==> src/rtl/timer_pkg.sv <==
`default_nettype none
// ============================================================================
//  Module      : timer_pkg
//  Description : Shared encodings, limits and BCD types for the stopwatch /
//                timer counting core.
//  Revision    : 1.0  initial release
// ============================================================================
package timer_pkg;

    // ctr_select encodings driven by the mode controller
    localparam logic [2:0] CTR_LOAD_T  = 3'd0;
    localparam logic [2:0] CTR_UP      = 3'd1;
    localparam logic [2:0] CTR_DOWN    = 3'd2;
    localparam logic [2:0] CTR_LOAD_SW = 3'd3;

    // tc_select encodings
    localparam logic TC_UP   = 1'b0;   // terminal at MAX_VAL
    localparam logic TC_DOWN = 1'b1;   // terminal at zero

    // Upper count limit in hundredths (99.99 s)
    localparam int MAX_VAL = 9999;

    // Load echo reset value; no clamped preset can ever equal it, so the very
    // first load request is always seen as a change.
    localparam logic [16:0] SYNCH_INIT_RST = 17'h1FFFF;

    // Binary width fed to the converter (covers 0..9999) and its fixed latency
    localparam int CONV_BITS    = 14;
    localparam int CONV_LATENCY = 17;

    // One BCD digit and the four-digit display vector {tens-s, ones-s, tenths, hundredths}
    typedef logic [3:0]       bcd_digit_t;
    typedef bcd_digit_t [3:0] bcd_vec_t;

endpackage : timer_pkg
`default_nettype wire

==> src/rtl/time_counter_if.sv <==
`default_nettype none
// ============================================================================
//  Module      : time_counter_if
//  Description : Strobe / result bundle between the mode controller (master)
//                and the time counting core (slave).
//  Revision    : 1.0  initial release
// ============================================================================
interface time_counter_if;
    import timer_pkg::*;

    // controller -> counter
    logic        init_ld_en;
    logic        count_en;
    logic [2:0]  ctr_select;
    logic        tc_select;
    logic [16:0] init_val;

    // counter -> controller / display scanner
    bcd_vec_t    digits;
    logic [16:0] count_bin;
    logic [16:0] synch_init;
    logic        load_busy;
    logic        tc_limit_reached;

    modport master (
        output init_ld_en, count_en, ctr_select, tc_select, init_val,
        input  digits, count_bin, synch_init, load_busy, tc_limit_reached
    );

    modport slave (
        input  init_ld_en, count_en, ctr_select, tc_select, init_val,
        output digits, count_bin, synch_init, load_busy, tc_limit_reached
    );

endinterface : time_counter_if
`default_nettype wire

==> src/rtl/bin2bcd_seq.sv <==
`default_nettype none
// ============================================================================
//  Module      : bin2bcd_seq
//  Description : Sequential double-dabble binary-to-BCD converter (4 digits).
//                One shift per cycle, padded to a fixed total latency so the
//                owner sees done exactly LATENCY-1 edges after start.
//  Revision    : 1.0  initial release
// ============================================================================
module bin2bcd_seq #(
    parameter int BIN_W   = 14,
    parameter int LATENCY = 17
) (
    input  wire logic             clk,
    input  wire logic             reset_n,
    input  wire logic             start,
    input  wire logic [BIN_W-1:0] bin_in,
    output logic                  busy,
    output logic                  done,
    output logic [15:0]           bcd_out
);

    localparam int SR_W  = 16 + BIN_W;
    localparam int CNT_W = $clog2(LATENCY);

    localparam logic [CNT_W-1:0] CNT_LAST   = CNT_W'(LATENCY - 1);
    localparam logic [CNT_W-1:0] CNT_SHIFTS = CNT_W'(BIN_W);

    localparam logic [0:0] ST_IDLE = 1'b0;
    localparam logic [0:0] ST_CONV = 1'b1;

    logic [0:0]       state_q, state_d;
    logic [CNT_W-1:0] cnt_q,   cnt_d;
    logic [SR_W-1:0]  sr_q,    sr_d;
    logic [SR_W-1:0]  sr_adj;

    // Add-3 correction of every BCD digit that is 5 or more, ahead of the shift
    assign sr_adj[BIN_W-1:0] = sr_q[BIN_W-1:0];
    for (genvar g = 0; g < 4; g++) begin : g_adj
        localparam int LSB = BIN_W + 4 * g;
        assign sr_adj[LSB +: 4] = (sr_q[LSB +: 4] >= 4'd5) ? (sr_q[LSB +: 4] + 4'd3)
                                                           : sr_q[LSB +: 4];
    end

    // Next-state: capture on start, shift BIN_W times, then idle out the padding
    always_comb begin
        state_d = state_q;
        cnt_d   = cnt_q;
        sr_d    = sr_q;
        case (state_q)
            ST_IDLE: begin
                if (start) begin
                    state_d = ST_CONV;
                    cnt_d   = '0;
                    sr_d    = {16'd0, bin_in};
                end
            end
            ST_CONV: begin
                if (cnt_q == CNT_LAST) begin
                    state_d = ST_IDLE;
                end else begin
                    cnt_d = cnt_q + CNT_W'(1);
                    if (cnt_q < CNT_SHIFTS) begin
                        sr_d = {sr_adj[SR_W-2:0], 1'b0};
                    end
                end
            end
            default: state_d = ST_IDLE;
        endcase
    end

    // Converter registers
    always_ff @(posedge clk or negedge reset_n) begin
        if (!reset_n) begin
            state_q <= ST_IDLE;
            cnt_q   <= '0;
            sr_q    <= '0;
        end else begin
            state_q <= state_d;
            cnt_q   <= cnt_d;
            sr_q    <= sr_d;
        end
    end

    assign busy    = (state_q == ST_CONV);
    assign done    = busy && (cnt_q == CNT_LAST);
    assign bcd_out = sr_q[SR_W-1 -: 16];

endmodule : bin2bcd_seq
`default_nettype wire

==> src/rtl/time_counter.sv <==
`default_nettype none
// ============================================================================
//  Module      : time_counter
//  Description : Stopwatch / timer counting core. Holds SS.hh as four BCD
//                digits with a binary mirror, counts up or down on a divided
//                tick with saturation, and loads a clamped binary preset
//                through a sequential binary-to-BCD converter.
//  Revision    : 1.0  initial release
// ============================================================================
module time_counter #(
    parameter int CLK_HZ  = 100_000_000,
    parameter int TICK_HZ = 100,
    parameter int MAX_VAL = 9999
) (
    input  wire logic      clk,
    input  wire logic      reset_n,
    time_counter_if.slave  bus
);
    import timer_pkg::*;

    localparam int DIV_N = CLK_HZ / TICK_HZ;
    localparam int DIV_W = (DIV_N > 1) ? $clog2(DIV_N) : 1;

    localparam logic [DIV_W-1:0] DIV_TERM = DIV_W'(DIV_N - 1);
    localparam logic [16:0]      MAX_V    = 17'(MAX_VAL);

    logic [16:0]      clamp_val;
    logic             load_sel;
    logic             load_accept;
    logic             run_en;
    logic             tick;
    logic             conv_busy;
    logic             conv_done;
    logic [15:0]      conv_bcd;

    bcd_vec_t         digits_q, digits_d;
    bcd_vec_t         inc_vec, dec_vec;
    logic             inc_carry, dec_borrow;
    logic [16:0]      count_bin_q, count_bin_d;
    logic [16:0]      synch_init_q, synch_init_d;
    logic [16:0]      load_val_q, load_val_d;
    logic [DIV_W-1:0] div_q, div_d;

    // Load qualification: clamp the preset and accept only a changed value
    always_comb begin
        clamp_val   = (bus.init_val > MAX_V) ? MAX_V : bus.init_val;
        load_sel    = (bus.ctr_select == CTR_LOAD_T) || (bus.ctr_select == CTR_LOAD_SW);
        load_accept = bus.init_ld_en && load_sel && !conv_busy && (clamp_val != synch_init_q);
    end

    // Run qualification and tick at the divider terminal value
    always_comb begin
        run_en = bus.count_en && !conv_busy
              && ((bus.ctr_select == CTR_UP) || (bus.ctr_select == CTR_DOWN));
        tick   = run_en && (div_q == DIV_TERM);
    end

    bin2bcd_seq #(
        .BIN_W   (CONV_BITS),
        .LATENCY (CONV_LATENCY)
    ) u_bin2bcd (
        .clk     (clk),
        .reset_n (reset_n),
        .start   (load_accept),
        .bin_in  (clamp_val[CONV_BITS-1:0]),
        .busy    (conv_busy),
        .done    (conv_done),
        .bcd_out (conv_bcd)
    );

    // Ripple BCD increment (9->0 carries) and decrement (0->9 borrows)
    always_comb begin
        inc_vec    = digits_q;
        dec_vec    = digits_q;
        inc_carry  = 1'b1;
        dec_borrow = 1'b1;
        for (int i = 0; i < 4; i++) begin
            if (inc_carry) begin
                if (digits_q[i] == 4'd9) begin
                    inc_vec[i] = 4'd0;
                end else begin
                    inc_vec[i] = digits_q[i] + 4'd1;
                    inc_carry  = 1'b0;
                end
            end
            if (dec_borrow) begin
                if (digits_q[i] == 4'd0) begin
                    dec_vec[i] = 4'd9;
                end else begin
                    dec_vec[i] = digits_q[i] - 4'd1;
                    dec_borrow = 1'b0;
                end
            end
        end
    end

    // Divider: cleared while a load is starting or converting, frozen when not running
    always_comb begin
        div_d = div_q;
        if (load_accept || conv_busy) begin
            div_d = '0;
        end else if (run_en) begin
            div_d = tick ? '0 : (div_q + DIV_W'(1));
        end
    end

    // Count update in priority order: load commit, load accept, tick, hold
    always_comb begin
        digits_d     = digits_q;
        count_bin_d  = count_bin_q;
        synch_init_d = synch_init_q;
        load_val_d   = load_val_q;
        if (conv_done) begin
            digits_d     = conv_bcd;
            count_bin_d  = load_val_q;
            synch_init_d = load_val_q;
        end else if (load_accept) begin
            load_val_d = clamp_val;
        end else if (tick) begin
            if ((bus.ctr_select == CTR_UP) && (count_bin_q != MAX_V)) begin
                digits_d    = inc_vec;
                count_bin_d = count_bin_q + 17'd1;
            end else if ((bus.ctr_select == CTR_DOWN) && (count_bin_q != '0)) begin
                digits_d    = dec_vec;
                count_bin_d = count_bin_q - 17'd1;
            end
        end
    end

    // State registers
    always_ff @(posedge clk or negedge reset_n) begin
        if (!reset_n) begin
            digits_q     <= '0;
            count_bin_q  <= '0;
            synch_init_q <= SYNCH_INIT_RST;
            load_val_q   <= '0;
            div_q        <= '0;
        end else begin
            digits_q     <= digits_d;
            count_bin_q  <= count_bin_d;
            synch_init_q <= synch_init_d;
            load_val_q   <= load_val_d;
            div_q        <= div_d;
        end
    end

    // Outputs; terminal count is combinational from the count register
    always_comb begin
        bus.digits           = digits_q;
        bus.count_bin        = count_bin_q;
        bus.synch_init       = synch_init_q;
        bus.load_busy        = conv_busy;
        bus.tc_limit_reached = (bus.tc_select == TC_DOWN) ? (count_bin_q == '0)
                                                          : (count_bin_q == MAX_V);
    end

endmodule : time_counter
`default_nettype wire

==> src/flat_wrapper.sv <==
// flat-port wrapper written by rule: the top's interface ports become plain ports
module time_counter_flat import timer_pkg::*;
#(
    parameter int CLK_HZ  = 100_000_000,
    parameter int TICK_HZ = 100,
    parameter int MAX_VAL = 9999
)
  (clk, reset_n, bus_init_ld_en, bus_count_en, bus_ctr_select, bus_tc_select, bus_init_val, bus_digits, bus_count_bin, bus_synch_init, bus_load_busy, bus_tc_limit_reached);
  time_counter_if bus_i ();
  input  wire logic clk;
  input  wire logic reset_n;
  input wire logic [$bits(bus_i.init_ld_en)-1:0] bus_init_ld_en;
  input wire logic [$bits(bus_i.count_en)-1:0] bus_count_en;
  input wire logic [$bits(bus_i.ctr_select)-1:0] bus_ctr_select;
  input wire logic [$bits(bus_i.tc_select)-1:0] bus_tc_select;
  input wire logic [$bits(bus_i.init_val)-1:0] bus_init_val;
  output wire logic [$bits(bus_i.digits)-1:0] bus_digits;
  output wire logic [$bits(bus_i.count_bin)-1:0] bus_count_bin;
  output wire logic [$bits(bus_i.synch_init)-1:0] bus_synch_init;
  output wire logic [$bits(bus_i.load_busy)-1:0] bus_load_busy;
  output wire logic [$bits(bus_i.tc_limit_reached)-1:0] bus_tc_limit_reached;
  assign bus_i.init_ld_en = bus_init_ld_en;
  assign bus_i.count_en = bus_count_en;
  assign bus_i.ctr_select = bus_ctr_select;
  assign bus_i.tc_select = bus_tc_select;
  assign bus_i.init_val = bus_init_val;
  assign bus_digits = bus_i.digits;
  assign bus_count_bin = bus_i.count_bin;
  assign bus_synch_init = bus_i.synch_init;
  assign bus_load_busy = bus_i.load_busy;
  assign bus_tc_limit_reached = bus_i.tc_limit_reached;
  time_counter #(.CLK_HZ(CLK_HZ), .TICK_HZ(TICK_HZ), .MAX_VAL(MAX_VAL)) u_core (.clk(clk), .reset_n(reset_n), .bus(bus_i));
endmodule
==> config.mk <==
export PLATFORM = sky130hd
export DESIGN_NAME = time_counter_flat
export DESIGN_NICKNAME = d
export VERILOG_FILES = /design/src/rtl/timer_pkg.sv /design/src/rtl/time_counter_if.sv /design/src/rtl/bin2bcd_seq.sv /design/src/rtl/time_counter.sv /design/src/flat_wrapper.sv
export SDC_FILE = /design/constraint.sdc
export NUM_CORES = 1
export LEC_CHECK = 0
export CAP_MARGIN = 25
export CORE_MARGIN = 8
export CORE_UTILIZATION = 46
export CTS_CLUSTER_SIZE = 24
export DETAILED_ROUTE_END_ITERATION = 16
export GPL_TIMING_DRIVEN = 0
export MAX_ROUTING_LAYER = met4
export PLACE_DENSITY = 0.69
export SETUP_SLACK_MARGIN = 0.15
export SLEW_MARGIN = 30
export SYNTH_ARGS = -nofsm -noshare
export SYNTH_HDL_FRONTEND = slang
export SYNTH_SLANG_ARGS = --single-unit
==> constraint.sdc <==
create_clock -name clk -period 3.65 [get_ports clk]
set_input_delay 0.9125 -clock clk [delete_from_list [all_inputs] [get_ports clk]]
set_output_delay 0.9125 -clock clk [all_outputs]
set_load 0.005 [all_outputs]
# Word level (Yosys, flattened, before mapping)

Cells that the tools add are included.

Bits in registers: 123
Logic and storage cells: 140
Input port bits: 25
Output and inout port bits: 52

Reduce and logical (&&, ||, !) cells: 33
Bitwise gates (word level): 2
Mux-type cells: 53
$lt $le $gt $ge: 6
$add $sub $neg: 16
Eq/ne operators: 19

Operators with widths:

| operator                                                         | count |
|---|---|
| 2-to-1 mux 17 bit                                                | 6 |
| 2-to-1 mux 30 bit                                                | 3 |
| 2-to-1 mux 16 bit                                                | 5 |
| 2-to-1 mux 4 bit                                                 | 17 |
| 2-to-1 mux 20 bit                                                | 3 |
| one-hot mux 30 bit (2 select lines)                              | 1 |
| adder 20 x 1 -> 20 bit (second input constant)                   | 1 |
| == test 20 bit (second input constant)                           | 1 |
| adder 17 x 1 -> 17 bit (second input constant)                   | 1 |
| == test 17 x 14 -> 1 bit (second input constant)                 | 1 |
| greater-than comparator 17 x 14 -> 1 bit (second input constant) | 1 |
| zero test 17 bit                                                 | 1 |
| inequality test 17 x 14 -> 1 bit (second input constant)         | 1 |
| inequality test 17 bit                                           | 1 |
| nonzero test 17 bit                                              | 1 |
| subtractor 17 x 1 -> 17 bit (second input constant)              | 1 |
| adder 4 x 1 -> 4 bit (second input constant)                     | 4 |
| == test 4 bit (second input constant)                            | 4 |
| >= comparator 4 x 3 -> 1 bit (second input constant)             | 4 |
| zero test 4 bit                                                  | 4 |
| subtractor 4 x 1 -> 4 bit (second input constant)                | 4 |
| AND reduction 5 bit                                              | 3 |
| 2-to-1 mux 1 bit                                                 | 13 |
| adder 4 x 2 -> 4 bit (second input constant)                     | 3 |
| other kinds (22)                                                 | 45 |

# Depth between registers and ports, before layout

Gate-level depths: netlist of run 1.

Depth after elaboration: 10
Depth in mapped cells: 14
Mapped depth without buffers: 13

# Hierarchy

Synthesis of run 1 repeated with hierarchy kept, for this count alone.

Cells, all modules: 863
Area, all modules: 7807.5 um^2

Modules (own cells, without submodules):

| module       | times used | sequential area each (um^2) | cells an instance | area an instance (um^2) |
|---|---|---|---|---|
| time_counter | 1          | 2198.4                      | 667               | 5864.4 |
| bin2bcd_seq  | 1          | 900.9                       | 196               | 1943.1 |

# Least setup slack after synthesis of run 1

OpenSTA, ideal clock, no wires.

Kind: input to register
From: in bus_ctr_select[1]
To: reg u_core.count_bin_q[15] (netlist: u_core.bus.count_bin[15])
Buffers on the path: 1
Data required time: 3525 ps
Path slack: -517 ps
Stages: 13
Library setup time: 125 ps
Arrival time: 4041 ps
Cells stage by stage: nor3b_1 a21boi_1 clkinv_1 clkbuf_1 ha_1 a21o_1 a21oi_1 o21bai_1 a21bo_2 and3_1 or4_1 nand4_1 nand3_1

Longest elaborated chain between the ends: 7
Elaborated cells on any way between the ends: 21
Classes of those cells: 4 x eq/ne; 4 x mux; 13 x reduce/logical

Ends and longest elaborated chain:

| item                                                      | RTL line            | RTL |
|---|---|---|
| start, declared                                           | flat_wrapper.sv:14  | `input wire logic [$bits(bus_i.ctr_select)-1:0] bus_ctr_select;` |
| == test 3 x 2 -> 1 bit or zero test 3 bit (tied branches) | time_counter.sv:47  | `load_sel = (bus.ctr_select == CTR_LOAD_T) \|\| (bus.ctr_select == CTR_LOAD_SW);` |
| logical OR 1 bit                                          | time_counter.sv:47  |  |
| logical AND 1 bit (3 in a row)                            | time_counter.sv:48  | `load_accept = bus.init_ld_en && load_sel && !conv_busy && (clamp_val != synch_init_q);` |
| inequality test 2 bit (no source line)                    | --                  |  |
| AND reduction 3 bit (no source line)                      | --                  |  |
| end signal, assigned                                      | time_counter.sv:140 | `count_bin_q <= count_bin_d;` |
| end, declared                                             | time_counter.sv:39  | `logic [16:0] count_bin_q, count_bin_d;` |

Several ways; a longest one is shown, not always the timed one. The select of a mux whose other input is x is not followed.
A chain may end at the register's enable or synchronous reset.

# Worst setup path after layout of run 1

From: in bus_init_val[15]
To: reg u_core.u_bin2bcd.sr_q[11]

Longest elaborated chain between the ends: 6
Elaborated cells on any way between the ends: 8
Classes of those cells: 1 x order compare; 2 x eq/ne; 3 x mux; 2 x reduce/logical

Ends and longest elaborated chain:

| item                                            | RTL line           | RTL |
|---|---|---|
| start, declared                                 | flat_wrapper.sv:16 | `input wire logic [$bits(bus_i.init_val)-1:0] bus_init_val;` |
| greater-than comparator 17 x 14 -> 1 bit        | time_counter.sv:46 | `clamp_val = (bus.init_val > MAX_V) ? MAX_V : bus.init_val;` |
| 2-to-1 mux 17 bit (*)                           | time_counter.sv:46 |  |
| inequality test 17 bit                          | time_counter.sv:48 |  |
| logical AND 1 bit                               | time_counter.sv:48 |  |
| inequality test 2 x 1 -> 1 bit (no source line) | --                 |  |
| AND reduction 3 bit (no source line)            | --                 |  |
| end signal, assigned                            | bin2bcd_seq.sv:80  | `sr_q <= sr_d;` |
| end, declared                                   | bin2bcd_seq.sv:33  | `logic [SR_W-1:0] sr_q, sr_d;` |

Every way passes the cells marked *; elsewhere a longest branch is shown, timed or not. The select of a mux whose other input is x is not followed.

==> metrics.yaml, run 1 <==
status:
  status: "completed"
power_and_ir_drop:
  power.density_mw_per_mm2: 730
  irDropWorstVdd_v: 0.000414
  leakage_nw: 3.95
  total_power_mw: 7.12
sta:
  timing.fmax_ghz: 0.291
  fin_worst_skew_ps: 11.5
  finalCriticalPeriod_ps: 3440
  setup_viol: 0
  rsz0062_at_grt: "yes"
  hold_viol: 0
  timing.final.crit_share_pct: 94.2
  worst_pin_slew_ps: 732
  slew-limit-headroom_pct: 51.2
  finalMaxSlewViolations: 0
cts:
  clock-sinks: 123
  htreeDepth: 4
  cts-root-buf: "clkbuf_16"
  tritoncts: "built"
  clockBufferDepth: 2
  cts_hold_buf: 0
  clock_latency_ps: 420
  path_clk_slew_ps: 60
  numCtsBuffers: 17
min_path:
  min_path_type: "in2async"
worst_setup_path:
  path_cells: "dlygate4sd2_1, or3_4, nor3_4, xnor2_1, a211o_1, a2111oi_4, a31oi_4, or2_1, buf_2, buf_6, mux2_4"
  cp_slowest_cell: "a2111oi_4"
  slowest_delay_ps: 460
  required_ps: 3950
  startpoint: "bus_init_val[15]"
  cp-endpoint: "u_core.u_bin2bcd.sr_q[11]$_DFFE_PN0P_"
  reg2reg_depth: 14
  r2r_setup_slack_ps: 270
  worst_setup_path_start_kind: "input pin"
  arrival_ps: 3740
  cp-end-kind: "flop"
  r2r-end: "u_core.bus.count_bin[16]$_DFFE_PN0P_"
  critPathMaxFanout: 10
  crit_type: "in2reg"
  r2r-start: "u_core.bus.count_bin[7]$_DFFE_PN0P_"
global_route:
  antenna_found_initial: 0
  grt_pass1_vias: 6978
  grt_usage_pct: 22.4
  grt_start_max_net_pins: 88
  grt_pass1_wl_um: 37000
  overflow: 0
final_layout:
  final_cell_mix: "nand2_1, dfrtp_1, o21ai_0, clkdlybuf4s50_1, a21oi_1"
  utilization_pct: 59.3
  drive_above_1_share_pct: 13.9
  area_delta_synth_final_pct: 26.8
  layout_commonest_cell: "nand2_1"
  antenna_cells: 0
  nNetsFinal: 1080
placed_design:
  dp_hpwl_um: 16200
  numPortBuffers: 76
  gp_congestion: 0.928
floorplanning:
  die_y_um: 145
  ios: 77
  die_w_um: 145
  initial_utilization_pct: 46.7
  coreArea_mm2: 0.0165
  core.rowCount: 47
  die_area_mm2: 0.0211
route:
  avgRoutedWirePerCell_um: 18.7
  drtPass1Iterations: 5
  wl_met3_um: 1270
  topRoutingLayerUsed: "met4"
  vias: 7464
  drtIter0Drc: 630
  drc: 0
  routed_wl_um: 23600
  dr_wl_met2_um: 11600
  via_per_inst: 5.92
  detail-route-antenna-nets: 0
  wl_met1_um: 10400
synth:
  synthDistinctLibCells: 78
  async_flop_share_pct: 100
  ys.flop_type: "dfrtp_1"
  synthesis.area_mm2: 0.00770
  synth_seq_cells: 123
  synth_edf_count: 0
  yosysSeqAreaShare_pct: 40.3
  synth_cells: 905
  avgSynthCellArea_um2: 8.51
  ys_warn_count: 0
  synth_nets: 957
run:
  cap_violations: 0
## flip-flops by register name, summed over array words and instances, names as in the netlist
name / flops
u_core.bus.digits: 16
u_core.bus.count_bin: 17
u_core.div_q: 20
u_core.u_bin2bcd.sr_q: 30
u_core.u_bin2bcd.cnt_q: 5
u_core.u_bin2bcd.busy: 1
u_core.load_val_q: 17
u_core.bus.synch_init: 17
## layer usage
metal  track usage, %  vias up
li1                 -     3518
met1             28.6     3624
met2             36.3      292
met3             3.64       30
met4             5.67        0
met5                -        -
## critical path: cells and delay by family
kind | cells | cell delay [ps]
buffers and inverters | 3 | 600
and+or+nand+nor | 3 | 890
muxes | 1 | 300
xor gates and xnor gates | 1 | 110
AOI/OAI and AO/OA | 3 | 920
## cells in the mapped netlist (3+ instances only)
master / instances / share of area (%)
nand2_1: 135 / 6.6
dfrtp_1: 106 / 34
o21ai_0: 86 / 5.6
a21oi_1: 65 / 4.2
nor2_1: 64 / 3.1
clkbuf_1: 45 / 2.2
nand3_1: 39 / 2.5
inv_1: 36 / 1.8
ha_1: 26 / 4.2
xnor2_1: 26 / 3.0
a31oi_1: 23 / 1.9
nor3_1: 21 / 1.4
nand4_1: 19 / 1.5
dfstp_2: 17 / 5.8
and3_1: 15 / 1.2
nand2b_1: 13 / 1.1
or4_1: 11 / 1.1
xor2_1: 11 / 1.3
o211ai_1: 10 / 0.98
mux2_4: 9 / 1.8
nor4_1: 7 / 0.57
or3_1: 6 / 0.49
a211oi_1: 5 / 0.49
a41oi_1: 5 / 0.57
mux2i_1: 5 / 0.65
o221ai_1: 5 / 0.57
a21o_1: 4 / 0.39
and2_1: 4 / 0.33
buf_2: 4 / 0.26
nor3b_1: 4 / 0.39
o21a_1: 4 / 0.39
o22ai_1: 4 / 0.33
a21boi_0: 3 / 0.29
a21boi_1: 3 / 0.29
a221oi_1: 3 / 0.34
a22oi_1: 3 / 0.29
a311oi_1: 3 / 0.34
nor2b_1: 3 / 0.24
nor4b_1: 3 / 0.34
or2_1: 3 / 0.24
## where the power goes
part	switching, mW	internal (mW)
Sequential	0.474	1.79
Combinational	1.73	1.53
Clock	0.663	0.939
## worst min path at each step
stage / endpoint / slack [ps] / cells after the start
4_1_cts: u_core.bus.count_bin[7]$_DFFE_PN0P_ / 380 / 1
6_report: u_core.div_q[3]$_DFFE_PN0P_ / 370 / 1
3_5_place_dp: u_core.load_val_q[4]$_DFFE_PN0P_ / 470 / 2
5_1_grt: u_core.div_q[5]$_DFFE_PN0P_ / 390 / 1
3_3_place_gp: u_core.load_val_q[5]$_DFFE_PN0P_ / 460 / 2
2_1_floorplan: u_core.bus.synch_init[16]$_DFFE_PN1P_ / 440 / 2
## kinds of logic after synthesis
group	Yosys count	synth area share, %
flops	123	40.3
xor+xnor	37	4.21
simple gates	362	23.1
mux	15	2.55
buf+inv	89	4.60
compound gates	252	20.8
fa+ha+maj	27	4.49
## metrics by stage
stage	setup TNS [ps]	hold WS (ps)	cell area, um^2	instances	setup slack [ps]
floorplan	0	445	7750	905	150
global placement	-425200	460	8780	1201	-3330
detailed placement	-49900	469	8820	1202	-1030
CTS	0	377	9570	1247	157
global route	0	386	9760	1261	102
finish	0	375	9760	1261	212
## layout make-up
cell class,count,area (um^2)
clock inverter,13,121
multi-input combinational,693,4420
clock buffer,19,433
sequential,123,3100
inverter,37,144
fill,1478,6700
timing repair buffer,104,1010
buffer,52,259
tap,220,275
## repair_timing
item                                    in CTS  in global routing
endpoints found under the setup margin      84                 76
resized for setup                           36                 40
gates cloned                                 1                  1
pin swaps                                   14                 20
setup buffers                               12                 13
No activity file was read; power rests on OpenSTA's default activity.
==> inputs of run 2 (changes only) <==
--- a/config.mk
+++ b/config.mk
@@ -6,8 +6,9 @@
 export NUM_CORES = 1
 export LEC_CHECK = 0
 export CAP_MARGIN = 25
-export CORE_MARGIN = 8
+export CORE_MARGIN = 2
 export CORE_UTILIZATION = 46
+export CTS_BUF_LIST = sky130_fd_sc_hd__clkbuf_4
 export CTS_CLUSTER_SIZE = 24
 export DETAILED_ROUTE_END_ITERATION = 16
 export GPL_TIMING_DRIVEN = 0
==> metrics.yaml, run 2 (synthesis gave the netlist of run 1 again) <==
sta:
  hold_viol: 0
  finalCriticalPeriod_ps: 3420
  rsz0062_at_grt: "yes"
  fin_worst_skew_ps: 24.6
  timing.final.crit_share_pct: 93.7
  slew-limit-headroom_pct: 49.5
  worst_pin_slew_ps: 757
  setup_viol: 0
  timing.fmax_ghz: 0.292
  hold_ws_ps: 203
  finalMaxSlewViolations: 0
route:
  vias: 7281
  avgRoutedWirePerCell_um: 17.5
  routed_wl_um: 21900
  drtPass1Iterations: 7
  drc: 0
  via_per_inst: 5.82
  detail-route-antenna-nets: 0
  drtIter0Drc: 545
floorplanning:
  die_y_um: 133
  coreArea_mm2: 0.0165
  initial_utilization_pct: 46.7
  core.rowCount: 47
  ios: 77
  die_area_mm2: 0.0178
  die_w_um: 133
global_route:
  overflow: 0
  grt_pass1_vias: 6881
  antenna_found_initial: 1
  grt_start_max_net_pins: 90
  grt_usage_pct: 25.7
  grt_pass1_wl_um: 35000
cts:
  cts-root-buf: "clkbuf_4"
  cts_hold_buf: 0
  numCtsBuffers: 17
  tritoncts: "built"
  htreeDepth: 4
  path_clk_slew_ps: 130
  clock-sinks: 123
  clock_latency_ps: 550
  clockBufferDepth: 2
final_layout:
  largest_reg_flops: 30
  drive_above_1_share_pct: 12.0
  top_regs: "u_core.u_bin2bcd.sr_q: 30 flops, u_core.div_q: 20 flops"
  final_cell_mix: "nand2_1, dfrtp_1, o21ai_0, clkdlybuf4s50_1, a21oi_1"
  instances_no_fill: 1250
  layout_commonest_cell: "nand2_1"
  area_delta_synth_final_pct: 21.7
  regMostFlops: "u_core.u_bin2bcd.sr_q"
  nNetsFinal: 1068
worst_setup_path:
  required_ps: 4100
  r2r-start: "u_core.bus.count_bin[16]$_DFFE_PN0P_"
  crit_type: "in2reg"
  startpoint: "bus_ctr_select[1]"
  arrival_ps: 3870
  cp-end-kind: "flop"
  critPathMaxFanout: 25
  worst_setup_path_start_kind: "input pin"
placed_design:
  numPortBuffers: 76
  dpl.cell_count: 1202
  gp_congestion: 0.926
  dp_hpwl_um: 15600
run:
  cap_violations: 0
power_and_ir_drop:
  leakage_nw: 3.75
  total_power_mw: 6.40
  irDropWorstVdd_v: 0.000538
  power.density_mw_per_mm2: 683
min_path:
  min_path_type: "in2async"
status:
  status: "completed"
## run 2: changes by cell type in the layout (fill, tap and decap cells not counted), moves of 4 or more
cell             previous run  this run
buf_2                       5         1
buf_4                      26        17
clkbuf_16                  19         1
clkbuf_4                    0        19
clkdlybuf4s50_1            63        67
o21ai_0                    78        82
## run 2: where the power goes
group          switching (mW)  internal [mW]  total (mW)
clock                   0.559          0.425       0.985
combinational            1.68           1.48        3.16
sequential              0.468           1.79        2.26
## run 2: layout make-up
type                            count  area (um^2)
Fill cell                        1542         7100
Clock buffer                       19          143
Antenna cell                        1         2.50
Timing Repair Buffer               92          915
Buffer                             52          250
Inverter                           37          144
Sequential cell                   123         3100
Multi-Input combinational cell    693         4390
Clock inverter                     13          143
Tap cell                          220          275
## run 2: path summary, 6_finish.rpt
check	cells past startpoint	endpoint	slack, ps
max	14	u_core.bus.count_bin[15]$_DFFE_PN0P_	230
min	1	u_core.div_q[4]$_DFFE_PN0P_	200
max reg2reg	14	u_core.bus.count_bin[16]$_DFFE_PN0P_	290
min reg2reg	2	u_core.bus.synch_init[16]$_DFFE_PN1P_	490
max in group asynchronous	2	u_core.bus.synch_init[10]$_DFFE_PN1P_	2680
min in group clk	2	u_core.bus.synch_init[16]$_DFFE_PN1P_	490
## run 2: layer usage
metal	global-route usage, %	vias to the layer above	wire length [um]
met3	4.34	26	1230
met2	40.8	240	10500
met5	-	-	0
met1	33.6	3513	9790
li1	-	3502	-
met4	8.69	0	389
## run 2: what timing repair did
item,CTS,global route
buffers inserted,6,9
resized for setup,25,24
hold endpoints to repair,0,0
pin swaps,6,10
setup endpoints to repair,62,50
## run 2: critical path, stage by stage
cell,delay [ps]
dlygate4sd2_1,310
nor3b_4,230
a21boi_4,270
clkinv_4,80
clkbuf_16,200
ha_1,290
a21o_1,180
a21oi_2,140
o21bai_1,100
a21bo_2,260
and3_1,180
or4_1,480
nand4_1,120
nand3_1,90
## run 2: through the flow
step                setup slack (ps)  TNS (ps)  instance area, um^2  utilization (%)
global placement               -3230   -415870                 8780             53.4
CTS                              161         0                 9240             56.1
global route                     121         0                 9370             56.9
detailed placement              -993    -47110                 8820             53.5
floorplan                        150         0                 7750                -
finish                           231         0                 9370             56.9
==> inputs of run 3 (changes only) <==
--- a/config.mk
+++ b/config.mk
@@ -11,6 +11,7 @@
 export CTS_BUF_LIST = sky130_fd_sc_hd__clkbuf_4
 export CTS_CLUSTER_SIZE = 24
 export DETAILED_ROUTE_END_ITERATION = 16
+export GPL_ROUTABILITY_DRIVEN = 0
 export GPL_TIMING_DRIVEN = 0
 export MAX_ROUTING_LAYER = met4
 export PLACE_DENSITY = 0.69
==> results of run 3 <==
The final DEF is identical to that of run 2; final timing and power are the same.
